File: config.mk
export PLATFORM = sky130hd
export DESIGN_NAME = uart_word_tx_flat
export DESIGN_NICKNAME = d
export VERILOG_FILES = /design/src/rtl/uart_word_tx_if.sv /design/src/rtl/uart_word_tx.sv /design/src/flat_wrapper.sv
export SDC_FILE = /design/constraint.sdc
export NUM_CORES = 1
export LEC_CHECK = 0
export CAP_MARGIN = 5
export CORE_ASPECT_RATIO = 1.25
export CORE_MARGIN = 2
export CORE_UTILIZATION = 40
export CTS_BUF_LIST = sky130_fd_sc_hd__clkbuf_16
export CTS_CLUSTER_DIAMETER = 200
export CTS_CLUSTER_SIZE = 20
export DETAILED_ROUTE_END_ITERATION = 16
export PLACE_DENSITY = 0.57
export SLEW_MARGIN = 0
export SYNTH_ARGS = -nofsm -noshare
export SYNTH_HDL_FRONTEND = slang
export SYNTH_SLANG_ARGS = --single-unit
export TNS_END_PERCENT = 20
File: constraint.sdc
create_clock -name clk -period 4.4 [get_ports clk]
set_input_delay 0.44 -clock clk [delete_from_list [all_inputs] [get_ports clk]]
set_output_delay 0.44 -clock clk [all_outputs]
set_load 0.02 [all_outputs]
File: src/rtl/uart_word_tx_if.sv
// uart_word_tx_if: word write handshake between the response interpreter and the UART transmitter
interface uart_word_tx_if;
  logic        uart_write;
  logic [31:0] uart_write_data;
  logic        uart_response;
  logic        full;
  modport master (output uart_write, uart_write_data, input uart_response, full);
  modport slave (input uart_write, uart_write_data, output uart_response, full);
endinterface

File: src/rtl/uart_word_tx.sv
// uart_word_tx: word FIFO feeding a UART serialiser, 4 bytes per word MSB byte first; UART_TX_PARITY_EN adds an even parity bit
module uart_word_tx #(
  parameter int CLOCK_FEQ  = 25000000,
  parameter int BIT_RATE   = 115200,
  parameter int FIFO_DEPTH = 4
) (
  input  logic           clk,
  input  logic           reset,
  uart_word_tx_if.slave  host,
  output logic           busy,
  output logic           tx
);
  localparam int CPB = CLOCK_FEQ / BIT_RATE;
  localparam int CW  = $clog2(CPB + 1);
  localparam int AW  = $clog2(FIFO_DEPTH);
  localparam logic [CW-1:0] CPB_LAST = CW'(CPB - 1);
  typedef enum logic [2:0] {
    IDLE,
    START,
    DATA,
`ifdef UART_TX_PARITY_EN
    PARITY,
`endif
    STOP
  } state_t;
  logic [31:0]   mem [FIFO_DEPTH];
  logic [AW-1:0] wr_ptr, rd_ptr;
  logic [AW:0]   count, count_nxt;
  logic          push, pop, bit_end;
  state_t        state;
  logic [CW-1:0] baud;
  logic [2:0]    bit_cnt;
  logic [1:0]    byte_cnt;
  logic [31:0]   sh;
  assign push      = host.uart_write && !host.full;
  assign pop       = (state == IDLE) && (count != '0);
  assign bit_end   = baud == CPB_LAST;
  assign busy      = (state != IDLE) || (count != '0);
  assign count_nxt = count + (AW+1)'(push) - (AW+1)'(pop);
  // FIFO storage, written only on accepted pushes
  always_ff @(posedge clk)
    if (push) mem[wr_ptr] <= host.uart_write_data;
  // FIFO pointers, occupancy and the registered full/response handshake
  always_ff @(posedge clk or posedge reset)
    if (reset) begin
      wr_ptr             <= '0;
      rd_ptr             <= '0;
      count              <= '0;
      host.full          <= 1'b0;
      host.uart_response <= 1'b0;
    end else begin
      wr_ptr             <= wr_ptr + AW'(push);
      rd_ptr             <= rd_ptr + AW'(pop);
      count              <= count_nxt;
      host.full          <= count_nxt == (AW+1)'(FIFO_DEPTH);
      host.uart_response <= push;
    end
  // Serialiser: baud counter restarts on every state entry; tx is registered
  always_ff @(posedge clk or posedge reset)
    if (reset) begin
      state    <= IDLE;
      tx       <= 1'b1;
      baud     <= '0;
      bit_cnt  <= '0;
      byte_cnt <= '0;
      sh       <= '0;
    end else begin
      baud <= (state == IDLE || bit_end) ? '0 : baud + 1'b1;
      case (state)
        IDLE: if (pop) begin
          state    <= START;
          tx       <= 1'b0;
          byte_cnt <= '0;
          sh       <= mem[rd_ptr];
        end
        START: if (bit_end) begin
          state   <= DATA;
          tx      <= sh[24];
          bit_cnt <= '0;
        end
        DATA: if (bit_end) begin
          bit_cnt <= bit_cnt + 1'b1;
          if (bit_cnt == 3'd7) begin
`ifdef UART_TX_PARITY_EN
            state <= PARITY;
            tx    <= ^sh[31:24];
`else
            state <= STOP;
            tx    <= 1'b1;
`endif
          end else tx <= sh[{2'b11, bit_cnt} + 5'd1];
        end
`ifdef UART_TX_PARITY_EN
        PARITY: if (bit_end) begin
          state <= STOP;
          tx    <= 1'b1;
        end
`endif
        STOP: if (bit_end) begin
          state    <= (byte_cnt == 2'd3) ? IDLE : START;
          tx       <= byte_cnt == 2'd3;
          byte_cnt <= byte_cnt + 1'b1;
          sh       <= {sh[23:0], 8'h00};
        end
        default: begin
          state <= IDLE;
          tx    <= 1'b1;
        end
      endcase
    end
endmodule

File: src/flat_wrapper.sv
// flat-port wrapper written by rule: the top's interface ports become plain ports
module uart_word_tx_flat 
#(
  parameter int CLOCK_FEQ  = 25000000,
  parameter int BIT_RATE   = 115200,
  parameter int FIFO_DEPTH = 4
)
  (clk, reset, busy, tx, host_uart_write, host_uart_write_data, host_uart_response, host_full);
  uart_word_tx_if host_i ();
  input  logic clk;
  input  logic reset;
  output logic busy;
  output logic tx;
  input wire logic [$bits(host_i.uart_write)-1:0] host_uart_write;
  input wire logic [$bits(host_i.uart_write_data)-1:0] host_uart_write_data;
  output wire logic [$bits(host_i.uart_response)-1:0] host_uart_response;
  output wire logic [$bits(host_i.full)-1:0] host_full;
  assign host_i.uart_write = host_uart_write;
  assign host_i.uart_write_data = host_uart_write_data;
  assign host_uart_response = host_i.uart_response;
  assign host_full = host_i.full;
  uart_word_tx #(.CLOCK_FEQ(CLOCK_FEQ), .BIT_RATE(BIT_RATE), .FIFO_DEPTH(FIFO_DEPTH)) u_core (.clk(clk), .reset(reset), .host(host_i), .busy(busy), .tx(tx));
endmodule
======== Word-level counts from Yosys, hierarchy flattened ========
Memories as Yosys holds them, arrays and structs flattened.
Index checks and enable logic that the tools add are counted.
cells by class
  add/subtract/negate cells ............... 8
  $lt $le $gt $ge ......................... 1
  equal/unequal tests ..................... 12
  mux-type cells .......................... 27
  reductions and logical operators ........ 14
operator list
  cell                   count
  $mux W32               2
  $pmux W32 S2           1
  $mux W3                7
  $pmux W3 S4            1
  $ne A2 B1 Y1 const B   5
  $mux W1                9
  $add A8 B1 Y8 const B  1
  $eq A8 B8 Y1 const B   1
  $mux W8                1
  $eq A3 B2 Y1 const B   2
  $eq A3 B3 Y1 const B   2
  $lt A5 B6 Y1 const B   1
  $pmux W3 S2            1
  $reduce_and A3 Y1      2
  $reduce_bool A3 Y1     2
  $add A4 B2 Y5 const B  1
  $bmux W1 S5            1
  $reduce_and A5 Y1      1
  $add A2 B1 Y2          2
  $mux W2                2
  $pmux W1 S4            1
  $pmux W2 S2            1
  $reduce_and A4 Y1      1
  $reduce_bool A2 Y1     2
  10 further kinds       12
storage, ports and cells
  flip-flop bits (word level) ............. 58
  memory bits (writable) .................. 128
  output and inout bits ................... 4
  memories ................................ 1
memory list
  memory      depth  width  read ports  clocked after Yosys merged registers in  write ports  RTL line            text
  u_core.mem  4      32     1           0                                        1            uart_word_tx.sv:26  logic [31:0] mem [FIFO_DEPTH];

======== Logic depth before layout (Yosys ltp) ========
  word-level depth ........................ 6
  gate-level depth with buffers ........... 10
  depth with buffers taken out ............ 10

======== Least setup slack after synthesis ========
No wires, ideal clock.
  path type ............................... register to register
  start point ............................. register u_core.host.full
  end point ............................... memory u_core.mem[0][0], enable pin
  library setup time ...................... 0.468 ns
  data arrival time ....................... 3.182 ns
  slack ................................... 0.750 ns
  stages on the path, launching flop included .. 3
  buffers on the path ..................... 0
  cells stage by stage .................... dfrtp_1 > nor2b_1 > nor3b_1
between the ends
  longest elaborated chain between the ends .. 4
ends and longest elaborated chain
  what                           RTL line              text
  start: declaration             uart_word_tx_if.sv:8  modport slave (input uart_write, uart_write_data, output uart_response, full);
  start signal: assignment       uart_word_tx.sv:55    host.full <= count_nxt == (AW+1)'(FIFO_DEPTH);
  $logic_not A1 Y1               uart_word_tx.sv:35    assign push = host.uart_write && !host.full;
  $logic_and A1 B1 Y1            uart_word_tx.sv:35
  net u_core.push                uart_word_tx.sv:29    logic push, pop, bit_end;
  $mux W1                        uart_word_tx.sv:42    if (push) mem[wr_ptr] <= host.uart_write_data;
  $mux W1 (not written as such)  uart_word_tx.sv:42
  end: declaration               uart_word_tx.sv:26
The timed path passes the listed nets, and every way through them passes these cells.

======== Worst setup path after layout ========
  start point ............................. register u_core.state[0]
  end point ............................... register u_core.host.full
between the ends
  longest elaborated chain between the ends .. 4
ends and longest elaborated chain
  what                      RTL line             text
  start: declaration        uart_word_tx.sv:30   state_t state;
  start signal: assignment  uart_word_tx.sv:100  state <= (byte_cnt == 2'd3) ? IDLE : START;
  $logic_not A3 Y1          uart_word_tx.sv:36   assign pop = (state == IDLE) && (count != '0);
  $logic_and A1 B1 Y1       uart_word_tx.sv:36
  $sub A3 B1 Y3             uart_word_tx.sv:39   assign count_nxt = count + (AW+1)'(push) - (AW+1)'(pop);
  net u_core.count_nxt[2]   uart_word_tx.sv:28   logic [AW:0] count, count_nxt;
  $eq A3 B3 Y1              uart_word_tx.sv:55
The timed path passes the listed nets, and every way through them passes these cells.
A chain may end at the register's enable or synchronous reset.

==> results.py <==
metrics = {
    "logic_synthesis": {
        "ys_ff_latch": 185,
        "synth_warnings": 0,
        "synth_top_family_by_area": "multiplexers",
        "synth_compound_area_share_pct": 3.87,
        "ys_types": 37,
        "synth_area_per_cell_sq_um": 16.9,
        "synth_simple_gate_area_share_pct": 4.86,
        "synthMuxAreaShare_pct": 14.6,
        "synth_nets": 486,
        "syn-instance-count": 437,
        "synthesis.area_sq_um": 7390,
        "ys_seq_area_share_pct": 71.3,
        "synth_fa_ha_area_share_pct": 2.47,
        "yosys.area_share.xor_xnor_pct": 1.18,
    },
    "worst_setup_path": {
        "path_max_fanout": 6,
        "startpoint": "u_core.state[0]",
        "r2r_slack_ns": 1.98,
        "path_buf_inv": 3,
        "worstSetupStartpointType": "flop",
        "cp_slowest_stage_delay_ns": 0.42,
        "rr_endpoint": "u_core.host.full",
        "crit_chain": "inv_1 -> ha_1 -> nor2b_1 -> ha_1 -> inv_1 -> ha_1 -> inv_1 -> fa_1 -> xnor2_1 -> nor3b_1",
        "crit_arrival_ns": 2.76,
        "rr_worst_depth": 10,
        "required_ns": 4.74,
        "crit_path_top_delay_cell": "dfrtp_1",
        "r2r-start": "u_core.state[0]",
        "cp_top_family": "adder cells",
        "worstSetupPathType": "reg2reg",
        "worstSetupEndpointType": "flop",
    },
    "placement": {
        "pre_cts_ws_ns": 1.95,
        "placed_cells": 693,
        "io_buffers": 38,
        "post_dp_cell_area_sq_um": 8080,
        "dp_hpwl_um": 8260,
        "place.gp.congestion": 0.702,
    },
    "final_layout": {
        "stdcell_area_sq_um": 8720,
        "fin_nets": 533,
        "finish.utilization_pct": 48.2,
        "area_growth_pct": 18.0,
        "drive_above_1_share_pct": 18.1,
        "num_antenna_cells": 0,
        "fill_cells": 1556,
        "finalNonFillerCells": 725,
    },
    "run": {
        "maxCapViolations": 0,
    },
    "sta": {
        "setup_viol": 0,
        "fin_ws_ns": 1.98,
        "tns_ns": 0,
        "fin_skew_ns": 0.00950,
        "drv_slew": 0,
        "fin_crit_sh_pct": 55.0,
        "finalCriticalPeriod_ns": 2.42,
        "relSlewSlack_pct": 45.8,
        "worst_slew_pin_slew_ns": 0.812,
        "final-hold-violation-count": 0,
        "grt_setup_unrepaired": "false",
        "hold_slack_ns": 0.481,
        "fmax_mhz": 413,
    },
    "min_path": {
        "hold_depth": 2,
        "hold_path_class": "reg2reg",
        "hold_end": "u_core.sh[4]",
        "hp-start": "u_core.sh[4]",
    },
    "clock_tree": {
        "cts_root_buf": "clkbuf_16",
        "cts.sinks": 185,
        "clk_latency_ns": 0.42,
        "clk_pin_slew_ns": 0.07,
        "cts_setup_buffers": 0,
        "cts_htree_levels": 4,
        "cts_tree": "yes",
        "numCtsBuffers": 17,
        "cts_hold_buf": 0,
        "cts-resized-gates": 0,
        "clockBufferDepth": 2,
    },
    "pwr": {
        "pwr-share-comb_pct": 10.2,
        "vdd_drop_max_uv": 296,
        "p_sw_mw": 0.993,
        "seq_power_share_pct": 51.7,
        "switching_share_pct": 22.9,
        "p_int_mw": 3.35,
        "clkPwrFrac_pct": 38.1,
        "totalPowerFinal_mw": 4.35,
        "powerDensity_nw_per_um2": 498,
        "leakagePower_nw": 3.39,
    },
    "global_routing": {
        "grt_max_degree": 38,
        "grt.overflow.total": 0,
        "grt_pass1_vias": 4088,
        "antenna_found_initial": 0,
        "grt_pass1_wl_um": 22200,
        "groute.usage.overall_pct": 15.1,
    },
    "floorplan": {
        "die_area_sq_um": 19600,
        "rows": 55,
        "die_y_um": 156,
        "core_sq_um": 18100,
        "start_util_pct": 40.9,
        "io_pins": 39,
        "fp.dieW_um": 126,
    },
    "detailed_routing": {
        "wl_per_cell_um": 19.1,
        "viasPerCell": 5.21,
        "vias": 3775,
        "drtIter0Drc": 185,
        "firstDrtPassIters": 4,
        "antenna_left": 0,
        "drc": 0,
        "drt-total-wl_um": 13800,
    },
    "outcome": {
        "status": "complete, no violations",
    },
}
-- layout by cell type (no fill, tap or decap), drive strengths merged, types with 3 or more instances in the layout --
master | netlist | routed
nand2 | 49 | 49
clkinv | 0 | 6
xor2 | 6 | 6
edfxtp | 128 | 128
mux2 | 5 | 5
inv | 12 | 14
nor2 | 13 | 13
and3 | 3 | 3
nand3 | 5 | 5
clkdlybuf4s50 | 0 | 38
dfrtp | 56 | 56
nor3 | 3 | 3
mux2i | 25 | 25
a22o | 6 | 6
o21ai | 38 | 38
buf | 8 | 10
xnor2 | 4 | 4
ha | 13 | 13
clkbuf | 12 | 17
mux4 | 34 | 34
bufinv | 0 | 5
-- area by class of cell --
type                            instances  area [sq um]  area share [%]
Clock buffer                           17           425            4.88
Clock inverter                         15           223            2.55
Inverter                               12          45.0           0.516
Multi-Input combinational cell        220          2020            23.1
Sequential cell                       185          5270            60.4
Tap cell                              228           285            3.27
Timing Repair Buffer                   48           455            5.22
-- logic make-up (layout without fill, tap and decap cells) --
kind of cell	Yosys count	after routing
flops	185	185
mux	64	64
fa+ha+maj	14	14
simple gates	83	83
xor+xnor	10	10
compound gates	49	49
buf+inv	32	92
-- flip-flops by register name (all words and copies together), names as in the netlist --
register                   cells
u_core.baud                    8
u_core.bit_cnt                 3
u_core.byte_cnt                2
u_core.count                   3
u_core.host.full               1
u_core.host.uart_response      1
u_core.mem                   128
u_core.rd_ptr                  2
u_core.sh                     32
u_core.state                   2
u_core.tx                      1
u_core.wr_ptr                  2
-- per-layer routing --
metal  wire length [um]  vias up  GRT usage, %
met5                  0        -             0
met4                213        0          5.45
met3                363       15          3.26
met2               7520       49          27.0
met1               5720     1961          17.9
li1                   -     1750             -
-- synthesized netlist by cell type --
cell	count	area [sq um]
a22o_2	1	10.0
a221o_2	1	11.3
fa_1	1	20.0
o21ai_0	36	180
nor2b_1	2	12.5
a21oi_1	2	10.0
nand2_1	49	184
xnor2_1	4	35.0
mux2_2	4	45.0
nor3b_1	2	15.0
buf_1	2	7.51
inv_1	11	41.3
o21ai_1	2	10.0
a211oi_2	1	12.5
dfrtp_1	56	1400
edfxtp_1	128	3840
nand3_1	5	25.0
and2_1	1	6.26
buf_2	6	30.0
dfstp_2	1	26.3
a22o_1	5	43.8
mux4_1	1	26.3
clkbuf_1	12	45.0
nand4b_1	1	8.76
o22a_1	1	8.76
and3_1	3	18.8
mux4_2	33	743
ha_1	13	163
nor3_1	3	15.0
xor2_1	6	52.6
mux2i_1	25	250
mux2_4	1	15.0
inv_2	1	3.75
nor2_1	13	48.8
nand2b_1	2	12.5
nor4_1	1	6.26
or3_1	1	6.26
-- worst register-to-register path: cells and delay by family (launching register included) --
kind	cells	cell delay [ns]
adders and majority gates	4	1.05
and+or+nand+nor	2	0.46
DFF	1	0.42
buffers and inverters	3	0.21
xor gates and xnor gates	1	0.20
-- power by group through the flow --
stage	registers, mW	logic (mW)	clock network, mW
2_1_floorplan	2.26	0.270	0
3_3_place_gp	2.27	0.447	0
3_5_place_dp	2.29	0.458	0
4_1_cts	2.25	0.459	1.70
5_1_grt	2.27	0.489	1.77
6_report	2.25	0.442	1.66
-- how the worst max path moves through the flow --
stage	to	slack, ns	depth (start not counted)
finish	u_core.host.full	1.98	10
global route	u_core.host.full	1.74	10
CTS	u_core.host.full	1.94	10
detailed placement	u_core.host.full	1.95	7
global placement	u_core.mem[0][17]	2.06	4
floorplan	u_core.mem[0][0]	0.75	2
Note: power is estimated with default switching activity, not from simulation.
